**src/rtl/fifo_stream_reader_pkg.sv**
```systemverilog
// Shared types and constants for the FIFO stream reader.
//  occ_t       : occupancy state of the 2-entry output buffer
//  RD_LATENCY  : cycles from fifo_read to fifo_rdata being valid
package fifo_stream_reader_pkg;

    typedef enum logic [1:0] {
        OCC_EMPTY = 2'd0,
        OCC_ONE   = 2'd1,
        OCC_TWO   = 2'd2
    } occ_t;

    localparam int RD_LATENCY = 1;

endpackage

```
**src/rtl/fifo_stream_reader_if.sv**
```systemverilog
// Bus bundle between the FIFO, the stream reader and its downstream consumer.
//  fifo_empty  : FIFO empty flag (into reader)
//  fifo_read   : FIFO read strobe (from reader)
//  fifo_rdata  : FIFO read data, valid one cycle after fifo_read (into reader)
//  m_valid     : output word valid (from reader)
//  m_ready     : downstream accept (into reader)
//  m_data      : output word (from reader)
// The master modport is the reader's view; slave is the surrounding environment.
interface fifo_stream_reader_if #(
    parameter int width = 8
);
    logic             fifo_empty;
    logic             fifo_read;
    logic [width-1:0] fifo_rdata;
    logic             m_valid;
    logic             m_ready;
    logic [width-1:0] m_data;

    modport master (
        input  fifo_empty, fifo_rdata, m_ready,
        output fifo_read, m_valid, m_data
    );

    modport slave (
        output fifo_empty, fifo_rdata, m_ready,
        input  fifo_read, m_valid, m_data
    );
endinterface

```
**src/rtl/fifo_stream_reader_skid.sv**
```systemverilog
// Two-entry circular output buffer for the stream reader.
//  clk        : clock
//  clear      : synchronous clear (reset or flush), drops all contents
//  push       : write push_data at the tail this cycle
//  push_data  : word to write
//  pop        : retire the head word this cycle
//  head_data  : word at the head of the buffer
//  valid      : buffer holds at least one word
//  occupancy  : number of words held (0..2)
module fifo_skid_buffer
    import fifo_stream_reader_pkg::*;
#(
    parameter int width = 8
) (
    input  logic             clk,
    input  logic             clear,
    input  logic             push,
    input  logic [width-1:0] push_data,
    input  logic             pop,
    output logic [width-1:0] head_data,
    output logic             valid,
    output logic [1:0]       occupancy
);

    occ_t             state;
    occ_t             state_next;
    logic             head;
    logic             tail;
    logic [width-1:0] mem [2];

    // Occupancy state register; clear wins over any push/pop in the same cycle.
    always_ff @(posedge clk) begin
        if (clear) begin
            state <= OCC_EMPTY;
        end else begin
            state <= state_next;
        end
    end

    // Occupancy next state: a simultaneous push and pop leaves the count unchanged.
    always_comb begin
        state_next = state;
        case (state)
            OCC_EMPTY: if (push)         state_next = OCC_ONE;
            OCC_ONE:   if (push && !pop) state_next = OCC_TWO;
                       else if (pop && !push) state_next = OCC_EMPTY;
            OCC_TWO:   if (pop && !push) state_next = OCC_ONE;
            default:   state_next = OCC_EMPTY;
        endcase
    end

    // Storage and pointers. The words are zeroed on clear so the head reads 0 after reset.
    always_ff @(posedge clk) begin
        if (clear) begin
            head   <= 1'b0;
            tail   <= 1'b0;
            mem[0] <= '0;
            mem[1] <= '0;
        end else begin
            if (push) begin
                mem[tail] <= push_data;
                tail      <= ~tail;
            end
            if (pop) begin
                head <= ~head;
            end
        end
    end

    assign head_data = mem[head];
    assign valid     = (state != OCC_EMPTY);
    assign occupancy = state;

    // The read-issue logic must never let a word arrive into a full buffer unless the head leaves.
    assert property (@(posedge clk) disable iff (clear) !(push && !pop && state == OCC_TWO));

endmodule

```
**src/rtl/fifo_stream_reader.sv**
```systemverilog
// Read-side consumer of the FIFO: issues read strobes, captures the registered read data
// into a 2-entry buffer and presents it as a valid/ready stream.
//  clk        : clock
//  reset      : synchronous active-high reset
//  flush      : synchronous; drops buffered and in-flight words
//  bus        : FIFO read port and output stream (master modport)
//  occupancy  : words held in the output buffer (0..2)
//  drained    : FIFO empty, buffer empty and no read in flight
module fifo_stream_reader
    import fifo_stream_reader_pkg::*;
#(
    parameter int width = 8
) (
    input  logic                  clk,
    input  logic                  reset,
    input  logic                  flush,
    fifo_stream_reader_if.master  bus,
    output logic [1:0]            occupancy,
    output logic                  drained
);

    // One slot per cycle of read latency plus the word being presented keeps the stream gapless.
    localparam int DEPTH = RD_LATENCY + 1;

    logic       inflight;
    logic       pop;
    logic       clear;
    logic [2:0] outstanding;
    logic [2:0] demand;

    assign clear = reset | flush;
    assign pop   = bus.m_valid & bus.m_ready;

    // Words already claimed (buffered or returning), less the one leaving this cycle.
    assign outstanding   = {1'b0, occupancy} + {2'b00, inflight};
    assign demand        = outstanding - {2'b00, pop};
    assign bus.fifo_read = ~reset & ~flush & ~bus.fifo_empty & (demand < 3'(DEPTH));

    // Tracks the read issued last cycle; clearing it drops the word returning after a flush/reset.
    always_ff @(posedge clk) begin
        if (clear) begin
            inflight <= 1'b0;
        end else begin
            inflight <= bus.fifo_read;
        end
    end

    fifo_skid_buffer #(.width(width)) u_skid (
        .clk       (clk),
        .clear     (clear),
        .push      (inflight),
        .push_data (bus.fifo_rdata),
        .pop       (pop),
        .head_data (bus.m_data),
        .valid     (bus.m_valid),
        .occupancy (occupancy)
    );

    assign drained = bus.fifo_empty & (occupancy == 2'd0) & ~inflight;

endmodule

```
**src/flat_wrapper.sv**
```systemverilog
// flat-port wrapper written by rule: the top's interface ports become plain ports
module fifo_stream_reader_flat import fifo_stream_reader_pkg::*;
#(
    parameter int width = 8
)
  (clk, reset, flush, occupancy, drained, bus_fifo_empty, bus_fifo_rdata, bus_m_ready, bus_fifo_read, bus_m_valid, bus_m_data);
  fifo_stream_reader_if #(.width(width)) bus_i ();
  input  logic clk;
  input  logic reset;
  input  logic flush;
  output logic [1:0] occupancy;
  output logic drained;
  input wire logic [$bits(bus_i.fifo_empty)-1:0] bus_fifo_empty;
  input wire logic [$bits(bus_i.fifo_rdata)-1:0] bus_fifo_rdata;
  input wire logic [$bits(bus_i.m_ready)-1:0] bus_m_ready;
  output wire logic [$bits(bus_i.fifo_read)-1:0] bus_fifo_read;
  output wire logic [$bits(bus_i.m_valid)-1:0] bus_m_valid;
  output wire logic [$bits(bus_i.m_data)-1:0] bus_m_data;
  assign bus_i.fifo_empty = bus_fifo_empty;
  assign bus_i.fifo_rdata = bus_fifo_rdata;
  assign bus_i.m_ready = bus_m_ready;
  assign bus_fifo_read = bus_i.fifo_read;
  assign bus_m_valid = bus_i.m_valid;
  assign bus_m_data = bus_i.m_data;
  fifo_stream_reader #(.width(width)) u_core (.clk(clk), .reset(reset), .flush(flush), .bus(bus_i), .occupancy(occupancy), .drained(drained));
endmodule
```
**config.mk**
```make
export PLATFORM = sky130hd
export DESIGN_NAME = fifo_stream_reader_flat
export DESIGN_NICKNAME = d
export VERILOG_FILES = /design/src/rtl/fifo_stream_reader_pkg.sv /design/src/rtl/fifo_stream_reader_if.sv /design/src/rtl/fifo_stream_reader_skid.sv /design/src/rtl/fifo_stream_reader.sv /design/src/flat_wrapper.sv
export SDC_FILE = /design/constraint.sdc
export NUM_CORES = 1
export LEC_CHECK = 0
export CORE_MARGIN = 3
export CORE_UTILIZATION = 51
export DETAILED_ROUTE_END_ITERATION = 10
export PLACE_DENSITY_LB_ADDON = 0.3
export SYNTH_ARGS = -nofsm -noshare
export SYNTH_HDL_FRONTEND = slang
export SYNTH_SLANG_ARGS = --single-unit
```
**constraint.sdc**
```tcl
create_clock -name clk -period 4.1 [get_ports clk]
set_input_delay 1.025 -clock clk [delete_from_list [all_inputs] [get_ports clk]]
set_output_delay 1.025 -clock clk [all_outputs]
set_load 0.02 [all_outputs]
```
==> results of run 1 <==
-- tightest hold or removal path: cells and delay by family, from the launching register on --
kind / cells / cell delay (ps)
DFF: 1 / 340
and+or+nand+nor: 1 / 70
AOI/OAI and AO/OA: 1 / 60
-- layout make-up --
| type | count | area share (%) |
|---|---|---|
| inverter | 1 | 0.2757 |
| clock buffer | 4 | 2.665 |
| multi-input combinational | 54 | 30.24 |
| tap | 25 | 2.298 |
| sequential | 22 | 44.12 |
| timing repair buffer | 29 | 20.40 |
-- power by group through the flow --
stage | combinational [W] | sequential, W | clock (W)
after floorplan | 0.0000231 | 0.000254 | 0
after global placement | 0.0000493 | 0.000254 | 0
after detailed placement | 0.0000506 | 0.000255 | 0
after CTS | 0.0000510 | 0.000250 | 0.000119
after global routing | 0.0000546 | 0.000250 | 0.000131
final | 0.0000508 | 0.000250 | 0.000117
-- layer usage --
| metal | vias up | track usage (%) |
|---|---|---|
| li1 | 342 | - |
| met1 | 335 | 20.66 |
| met2 | 19 | 29.78 |
| met3 | 5 | 4.748 |
| met4 | 0 | 6.726 |
| met5 | - | 0 |
-- how the worst max path moves through the flow --
stage	endpoint	depth (start not counted)	from
global placement	bus_fifo_read	8	bus_m_ready
finish	bus_fifo_read	8	bus_m_ready
detailed placement	bus_fifo_read	8	bus_m_ready
floorplan	bus_fifo_read	6	bus_m_ready
CTS	bus_fifo_read	7	bus_m_ready
global route	bus_fifo_read	8	bus_m_ready
-- layout by cell type (no fill, tap or decap), types with 2 or more instances in the layout --
| cell | n |
|---|---|
| mux2_2 | 8 |
| buf_4 | 4 |
| nand2b_1 | 3 |
| nor2_1 | 6 |
| and2_1 | 16 |
| clkdlybuf4s50_1 | 23 |
| nand2_1 | 3 |
| dfxtp_1 | 6 |
| xor2_1 | 2 |
| edfxtp_1 | 16 |
| clkbuf_4 | 3 |
-- kinds of logic (layout without fill, tap and decap cells) --
group / Yosys count / in the layout / synth area share (%)
compound gates: 4 / 4 / 2.334
xor+xnor: 2 / 2 / 1.720
fa+ha+maj: 2 / 2 / 3.194
buf+inv: 3 / 34 / 1.842
flops: 22 / 22 / 58.97
mux: 9 / 9 / 9.828
simple gates: 37 / 37 / 22.12
-- metrics by stage --
stage	setup TNS [ps]	util (%)	total power (W)	instances	setup WS, ps
2_1_floorplan	0	-	0.0002768	79	121.1
5_1_grt	0	75.56	0.0004364	135	299.3
3_3_place_gp	-456.2	72.99	0.0003033	131	-456.2
6_report	0	75.56	0.0004171	135	413.8
4_1_cts	0	75.21	0.0004203	135	16.61
3_5_place_dp	-639.3	72.99	0.0003054	131	-639.3
-- registers in the layout, indices dropped and copies added (netlist names), named ones only --
signal	flops
u_core.u_skid.occupancy	2
u_core.inflight	1
u_core.u_skid.tail	1
u_core.u_skid.mem	16
u_core.u_skid.head	1
-- timing repair --
| item | CTS | global route |
|---|---|---|
| gates cloned | 0 | 0 |
| setup endpoints to repair | 1 | 1 |
| resized for setup | 8 | 2 |
| pin swaps | 1 | 2 |
==> results.md, run 1 <==
* Status: finished, final reports clean
* Mean routed wirelength per cell at 14.67 um
* Vias per cell at 5.193
* Reg-to-Reg End: u_core.inflight
* Seq/Total Area, Yosys at 58.97%
* Clk Latency, worst-skew pair at 300 ps
* Unrepaired setup endpoints after global routing: no
* Vias in the first global route at 686
* Starting Density at 56.53%
* Core area at 0.001802 mm^2
* Hold Worst Slack at 512.4 ps
* Filler cells at 133
* Worst EP required at 3070 ps
* Top Layer Used: met4
* Total wire length at 1.980 mm
* Area growth syn-to-layout at 33.66%
* Power Dens Cells at 306.4 mW/mm^2
* Fin crit period at 3686 ps
* Hold_sp: u_core.u_skid.tail
* Crit-path max FO at 2
* DP Area at 0.001315 mm^2
* Sw Ratio at 21.23%
* Seq cells post-synth at 22
* Antenna cells at 0
* Startpoint Class: primary input
* Largest net degree at the start of global routing at 13
* Synth cell types at 26
* Die area at 0.002569 mm^2
* Worst setup EP type: output pin
* R2R depth at 6
* Final layout net count at 126
* Power share of the clock group at 27.9%
* Clock Tree Buf Depth at 2
* Combinational power share at 12.2%
* Drt pass-1 iters at 4
* DRT antenna net count at 0
* Crit Path Class: primary input to output pin
* Post-synth EDFFs at 16
* Yosys top cell area share at 47.17%
* WP data arrival at 2660 ps
* Total number of vias at 701
* Crit-path cells: dlymetal6s2s_1 > o21ai_2 > ha_1 > nand2b_1 > fa_2 > xor2_1 > nor4b_2 > buf_2
* Top delay family on crit path: adder cells
* Mapped cell area at 0.001018 mm^2
* Avg Cell Area, Syn at 12.89 um^2
* GRT Residual Overflow at 0
* H-tree depth at 1
* Switching pwr at 0.00008854 W
* Final hold violations at 0
* Post-synth top cells: and2_1 (16), edfxtp_1 (16), mux2_2 (8)
* Most used DFF post-synth: edfxtp_1
* Sequential Area at 600.6 um^2
* CTS buffer count at 3
* Critical Path Max Stage Delay at 350 ps
* Synth async-reset ratio at 0%
* Skew final at 2.517 ps
* Top post-synthesis cells by area: edfxtp_1 (47%), dfxtp_1 (12%), and2_1 (9.8%), mux2_2 (8.8%), nor2_1 (2.2%)
* CP bufs+invs at 2
* Initial antenna violation count at 0
* Max VDD drop at 273.1 uV
* Yosys top cell by area: edfxtp_1
* Die H at 50.69 um
* Worst slew pin tran at 470.9 ps
* Site row count at 15
* Hold Path End: u_core.u_skid.tail
* TritonCTS clock tree: built
* Synth Instances at 79
* Met2 routed WL at 1.072 mm
* DR DRC count at 0
* Final HPWL DP at 1.457 mm
* Reg2reg start: u_core.u_skid.occupancy[0]
* Sequential fraction of design power at 59.9%
* Setup Buffers After CTS at 0
* Wl on met1 at 766 um
* Root Buffer: clkbuf_4
* Final Wtd Congestion at 0.7039
* First-pass GRT wire length at 3.180 mm
* Multi-input logic area at 411.6 um^2
* Initial DRC Count at 5
* Worst Hold Path Cells at 2
* Met3 WL at 112 um
* Leakage at 0.5281 nW
* Slew Limit Fails at 0
* Final setup vio count at 0
* Worst rel slew slack at 68.49%
* Internal Dissipation at 0.0003286 W
* Design Area, Final at 0.001361 mm^2
* Io pins at 26
* YS warnings at 0
* Reg2Reg Setup Slack at 2150 ps
* MaxCap Viol Count at 0
* Cts hold-fix bufs at 0
* Net Count, Synth at 94
* Final period util at 89.91%
* CP max-delay cell: fa_2
* Clk pin slew, worst setup/hold paths at 110 ps
* Die Width at 50.69 um
* GRT Resource Usage Total at 17.41%
* Max Freq at 0.2713 GHz
* Port bufs at 25
* Clock Sinks at 22
* Share of layout cells above drive strength 1 at 20.00%
* Min-Delay Path Class: flop to flop
Power figures use the tool's default switching activity.
==> inputs of run 2 (changes only) <==
--- a/config.mk
+++ b/config.mk
@@ -9,6 +9,7 @@
 export CORE_UTILIZATION = 51
 export DETAILED_ROUTE_END_ITERATION = 10
 export PLACE_DENSITY_LB_ADDON = 0.3
+export RECOVER_POWER = 50
 export SYNTH_ARGS = -nofsm -noshare
 export SYNTH_HDL_FRONTEND = slang
 export SYNTH_SLANG_ARGS = --single-unit
==> constraint.sdc (replaced) <==
create_clock -name clk -period 4.7 [get_ports clk]
set_input_delay 1.175 -clock clk [delete_from_list [all_inputs] [get_ports clk]]
set_output_delay 1.175 -clock clk [all_outputs]
set_load 0.02 [all_outputs]
==> run 2 against run 1 <==
  * Global-route usage shrank 1.1 points
  * Clock-buffer cell count is the same
  * First-iteration DRC count grew 40%
  * Largest cell class unchanged
  * Sequential power shrank 13%
==> results.md, run 2 (same netlist as run 1, synthesis figures left out) <==
* Status: finished, final reports clean
* Starting Density at 56.53% (unchanged)
* Die area at 0.002569 mm^2 (unchanged)
* Most frequent cells in the layout: clkdlybuf4s50_1 (23), edfxtp_1 (16), and2_1 (15)
* Root Buffer: clkbuf_4
* TritonCTS clock tree: built
* Skew final at 8.193 ps (+5.676 ps)
* Site row count at 15 (unchanged)
* Slew Limit Fails at 0 (unchanged)
* Power Dens Cells at 259.7 mW/mm^2 (-15%)
* Unrepaired setup endpoints after global routing: no
* Total wire length at 1.739 mm (-12%)
* CP max-delay cell: clkdlybuf4s50_1
* Max Freq at 0.2224 GHz
* Largest net degree at the start of global routing at 13 (unchanged)
* Antenna cells at 0 (unchanged)
* Filler cells at 141 (+6.0%)
* Vias in the first global route at 720 (+5.0%)
* Worst slew pin tran at 544.8 ps (+73.96 ps)
* Total number of vias at 682 (-2.7%)
* Max reg flops at 16 (unchanged)
* WP data arrival at 3320 ps (+660 ps)
* MaxCap Viol Count at 0 (unchanged)
* Worst rel slew slack at 63.68% (-4.8 points)
* Fin cells at 133 (-1.5%)
* Leakage at 0.4985 nW (-5.6%)
* Initial antenna violation count at 0 (unchanged)
* Io pins at 26 (unchanged)
* Largest Register: u_core.u_skid.mem
* Design Area, Final at 0.001321 mm^2 (-2.9%)
* Port bufs at 25 (unchanged)
* Die Width at 50.69 um (unchanged)
* Clk pin slew, worst setup/hold paths at 110 ps (about the same)
* Number of placed cells counting well taps at 129 (-1.5%)
* DR DRC count at 0 (unchanged)
* Final Wtd Congestion at 0.6935 (-1.5%)
* CTS buffer count at 3 (unchanged)
* Final setup vio count at 0 (unchanged)
* GRT Residual Overflow at 0 (unchanged)
* Core area at 0.001802 mm^2 (unchanged)
* Max VDD drop at 170.3 uV (-38%)
* Die H at 50.69 um (unchanged)
* Final layout net count at 124 (-1.6%)
* Vias per cell at 5.128 (-1.2%)
* Commonest non-fill, non-tap cell in the layout: clkdlybuf4s50_1
* Crit Path Class: primary input to output pin
* Clk Latency, worst-skew pair at 300 ps (about the same)
* DRT antenna net count at 0 (unchanged)
* Clock Tree Buf Depth at 2 (unchanged)
* Drt pass-1 iters at 4 (unchanged)
* Final hold violations at 0 (unchanged)
* Cts hold-fix bufs at 0 (unchanged)
* Mean routed wirelength per cell at 13.08 um (-11%)
* Crit-path cells: clkdlybuf4s50_1 > o21ai_0 > ha_1 > nand2b_1 > fa_1 > xor2_1 > nor4b_1 > clkbuf_2
* Share of layout cells above drive strength 1 at 14.81% (-5.2 points)
* First-pass GRT wire length at 3.022 mm (-5.0%)
* Setup WS pre-CTS at -227.3 ps (+412.0 ps)
* DP Area at 0.001300 mm^2 (-1.1%)
* Initial DRC Count at 7 (+2)
* Min-Delay Path Class: flop to flop
* Critical Path Max Stage Delay at 470 ps (+120 ps)
* Area growth syn-to-layout at 29.73%
* GRT Resource Usage Total at 16.35% (-1.1 points)
* H-tree depth at 1 (unchanged)
* Setup TNS at 0 ps (unchanged)
* Final period util at 95.67%
* Final HPWL DP at 1.317 mm (-9.6%)
* Crit-path max FO at 2 (unchanged)
* Fin worst setup slack at 203.6 ps (-210.2 ps)
* Worst EP required at 3520 ps (+450 ps)
* Power, Total at 0.0003431 W (-18%)
* Fin crit period at 4496 ps
* Startpoint Class: primary input
* Clock Sinks at 22 (unchanged)
* Worst setup EP type: output pin
[run 2: per-stage QoR]
stage | hold WS [ps] | utilization (%)
floorplan | 455.3 | -
global placement | 466.4 | 72.15
detailed placement | 489.1 | 72.15
CTS | 511.8 | 73.54
global route | 543.5 | 73.33
finish | 508.4 | 73.33
[run 2: final cells by class]
cell class                 count  area [um^2]  share of cell area [%]
tap                           25        31.28                   2.367
inverter                       1        3.754                  0.2841
clock buffer                   4        26.28                   1.989
sequential                    22        600.6                   45.45
multi-input combinational     54        399.1                   30.21
timing repair buffer          27        260.3                   19.70
[run 2: worst max-delay path, delay by kind of cell]
family / cells / cell delay (ps)
fa+ha+maj: 2 / 720
buf+inv: 2 / 690
simple gates: 2 / 450
xor+xnor: 1 / 160
compound gates: 1 / 130
[run 2: path summary, 6_finish.rpt]
path | from | end | slack [ps] | cells past startpoint
setup reg to reg | u_core.u_skid.occupancy[1] | u_core.inflight | 2560 | 6
setup / recovery | bus_m_ready | bus_fifo_read | 200 | 8
hold / removal | u_core.u_skid.tail | u_core.u_skid.tail | 510 | 2
hold reg to reg | u_core.u_skid.tail | u_core.u_skid.tail | 510 | 2
[run 2: routing by layer]
layer  up-vias  track usage [%]  part of all wire, %
met5         -                0                    0
met4         0            6.726                 0.69
met3         2            5.341                  6.0
met2        16            27.83                   53
met1       325            18.80                   41
li1        339                -                    -
[run 2: repair_timing]
item | CTS | global route
setup buffers | 0 | 0
setup endpoints to repair | 1 | 1
resized for setup | 1 | 3
[run 2: where the power goes]
group          switching [W]  internal (W)
clock network      0.0000499     0.0000331
logic              0.0000187     0.0000236
registers         0.00000299      0.000215
==> inputs of run 3 (changes only) <==
--- a/config.mk
+++ b/config.mk
@@ -10,6 +10,7 @@
 export DETAILED_ROUTE_END_ITERATION = 10
 export PLACE_DENSITY_LB_ADDON = 0.3
 export RECOVER_POWER = 50
+export SKIP_LAST_GASP = 1
 export SYNTH_ARGS = -nofsm -noshare
 export SYNTH_HDL_FRONTEND = slang
 export SYNTH_SLANG_ARGS = --single-unit
==> results of run 3 <==
Final layout, timing and power as in run 2 (identical DEF).
==> variant, RTL diff (flow settings as in run 3) <==
`width` is set to 8 in 4 places; all go to 12.
--- a/src/rtl/fifo_stream_reader_if.sv
+++ b/src/rtl/fifo_stream_reader_if.sv
@@ -7,7 +7,7 @@
 //  m_data      : output word (from reader)
 // The master modport is the reader's view; slave is the surrounding environment.
 interface fifo_stream_reader_if #(
-    parameter int width = 8
+    parameter int width = 12
 );
     logic             fifo_empty;
     logic             fifo_read;
--- a/src/rtl/fifo_stream_reader_skid.sv
+++ b/src/rtl/fifo_stream_reader_skid.sv
@@ -10,7 +10,7 @@
 module fifo_skid_buffer
     import fifo_stream_reader_pkg::*;
 #(
-    parameter int width = 8
+    parameter int width = 12
 ) (
     input  logic             clk,
     input  logic             clear,
--- a/src/rtl/fifo_stream_reader.sv
+++ b/src/rtl/fifo_stream_reader.sv
@@ -9,7 +9,7 @@
 module fifo_stream_reader
     import fifo_stream_reader_pkg::*;
 #(
-    parameter int width = 8
+    parameter int width = 12
 ) (
     input  logic                  clk,
     input  logic                  reset,
--- a/src/flat_wrapper.sv
+++ b/src/flat_wrapper.sv
@@ -1,7 +1,7 @@
 // flat-port wrapper written by rule: the top's interface ports become plain ports
 module fifo_stream_reader_flat import fifo_stream_reader_pkg::*;
 #(
-    parameter int width = 8
+    parameter int width = 12
 )
   (clk, reset, flush, occupancy, drained, bus_fifo_empty, bus_fifo_rdata, bus_m_ready, bus_fifo_read, bus_m_valid, bus_m_data);
   fifo_stream_reader_if #(.width(width)) bus_i ();
Interface: changed (resized bus_fifo_rdata and bus_m_data); port bits go from 26 to 34. No check against the original RTL was run, so the function may have changed too.
==> variant against run 3 <==
Power up 62%. Non-clock buffer count is 8 higher. Maximum frequency decreased by 0.32%. Sequential power rose by 38%. Via count increased by 34%. Synthesized area is 34% higher. Worst setup slack got worse by 0.014 ns. Sequential cell count increased by 8. Wire length up 58%. Clock power increased by 140%. Cell area increased by 36%. Cell count increased by 28%. Critical path type unchanged. Largest cell class unchanged. Highest routed layer unchanged.
==> variant: results (changes against run 3) <==
\begin{tabular}{lr}
\hline
Metric & Value \\
\hline
\multicolumn{2}{l}{\textbf{Synthesis}} \\
Post-Synthesis Net Count & 120 (was 94) \\
Synth cell count leaders & 24 x and2\_1, 24 x edfxtp\_1, 12 x mux2\_2 (was 16 x and2\_1, 16 x edfxtp\_1, 8 x mux2\_2) \\
Number of flops mapped to enable cells by yosys & 24 (was 16) \\
Register area share after synthesis & 61.7\% (was 59.0\%) \\
Synth top area cells & edfxtp\_1 53\%, and2\_1 11\%, mux2\_2 9.9\% (was edfxtp\_1 47\%, dfxtp\_1 12\%, and2\_1 9.8\%) \\
\multicolumn{2}{l}{\textbf{Placed design}} \\
Post-placement worst setup slack & -0.263 ns (was -0.227 ns) \\
Input/output buffers & 33 (was 25) \\
Routability congestion estimate & 0.685 (was 0.694) \\
Final HPWL from detailed placement & 2000 µm (was 1320 µm) \\
\multicolumn{2}{l}{\textbf{Global routing}} \\
First-pass GRT wire length & 4490 µm (was 3020 µm) \\
Number of global-route vias before repair & 1,023 (was 720) \\
Gr usage total & 18.4\% (was 16.3\%) \\
\multicolumn{2}{l}{\textbf{Clocking}} \\
TritonCTS Buffers & 5 (was 3) \\
CTS clock-pin slew for the worst setup and hold paths & 0.08 ns (was 0.11 ns) \\
CTS H-tree depth & 2 (was 1) \\
Latest clock arrival within the worst-skew pair & 0.34 ns (was 0.30 ns) \\
\multicolumn{2}{l}{\textbf{Layout}} \\
Fraction of layout cells with a size suffix above 1 & 18.6\% (was 14.8\%) \\
Number of flip-flops in the largest register & 24 (was 16) \\
Final layout net count & 158 (was 124) \\
\multicolumn{2}{l}{\textbf{Routing}} \\
Met1 WL & 1010 µm (was 706 µm) \\
Detailed-routed wire length on met3 & 148 µm (was 105 µm) \\
Routed met2 length & 1540 µm (was 914 µm) \\
WL final & 2740 µm (was 1740 µm) \\
\multicolumn{2}{l}{\textbf{Timing}} \\
Worst rel slew slack & 54.8\% (was 63.7\%) \\
Clock Skews & 0.0133 ns (was 0.00819 ns) \\
\multicolumn{2}{l}{\textbf{Critical path}} \\
WP data arrival & 3.34 ns (was 3.32 ns) \\
Setup slack on the worst flop-to-flop path & 2.52 ns (was 2.56 ns) \\
Maximum cell stage delay along the critical path & 0.47 ns (about the same) \\
\multicolumn{2}{l}{\textbf{Pwr}} \\
Leak pwr & 0.690 nW (was 0.499 nW) \\
\multicolumn{2}{l}{\textbf{Run status}} \\
Outcome & finished clean (unchanged) \\
\hline
\end{tabular}
[variant: logic make-up (layout without fill, tap and decap cells)]
kind of cell	after synthesis	in the layout	share of synthesized area [%]
AND/OR/NAND/NOR	45	45	20.2
buffers and inverters	5	44	2.02
AO/OA/AOI/OAI	4	4	1.74
flip-flops	30	30	61.7
XOR/XNOR	2	2	1.29
multiplexers	13	13	10.7
adder cells (fa/ha/maj)	2	2	2.39
[variant: area by class of cell]
class | instances | area (µm²)
fillers | 187 | 699
clock inverters | 3 | 40.0
flip-flops and latches | 30 | 841
clock buffers | 5 | 37.5
well taps | 30 | 37.5
inverters | 1 | 3.75
multi-input cells | 66 | 500
repair buffers | 35 | 340
[variant: worst max path at each step]
| stage | startpoint | end | slack [ns] | cells after the start |
|---|---|---|---|---|
| after floorplan | bus_m_ready | bus_fifo_read | 0.38 | 6 |
| after global placement | bus_m_ready | bus_fifo_read | -0.20 | 8 |
| after detailed placement | bus_m_ready | bus_fifo_read | -0.26 | 8 |
| after CTS | bus_m_ready | bus_fifo_read | 0.01 | 8 |
| after global routing | bus_m_ready | bus_fifo_read | 0.05 | 8 |
| final | bus_m_ready | bus_fifo_read | 0.19 | 8 |
[variant: report_power, final]
part,switching [W],internal [W]
sequential,0.00000387,0.000296
clock,0.0000885,0.000110
combinational,0.0000262,0.0000313
total,0.000119,0.000438
[variant: tightest hold or removal path, stage by stage, from the launching register on]
cell	delay (ns)
dfxtp_1	0.34
nand2b_1	0.08
a21oi_1	0.06
[variant: stage by stage]
step           hold slack, ns  TNS, ns  area, µm²  total power [W]  std cells
5_1_grt                 0.566        0       1800         0.000575        170
3_3_place_gp            0.466   -0.203       1720         0.000361        162
6_report                0.526        0       1800         0.000556        170
4_1_cts                 0.527        0       1800         0.000560        170
2_1_floorplan           0.455        0       1360         0.000331        101
3_5_place_dp            0.515   -0.263       1720         0.000365        162
[variant: layer usage]
layer / vias up / global-route usage, %
met5: - / 0
met4: 0 / 7.28
met3: 7 / 5.57
met2: 26 / 34.5
met1: 448 / 18.7
li1: 434 / -
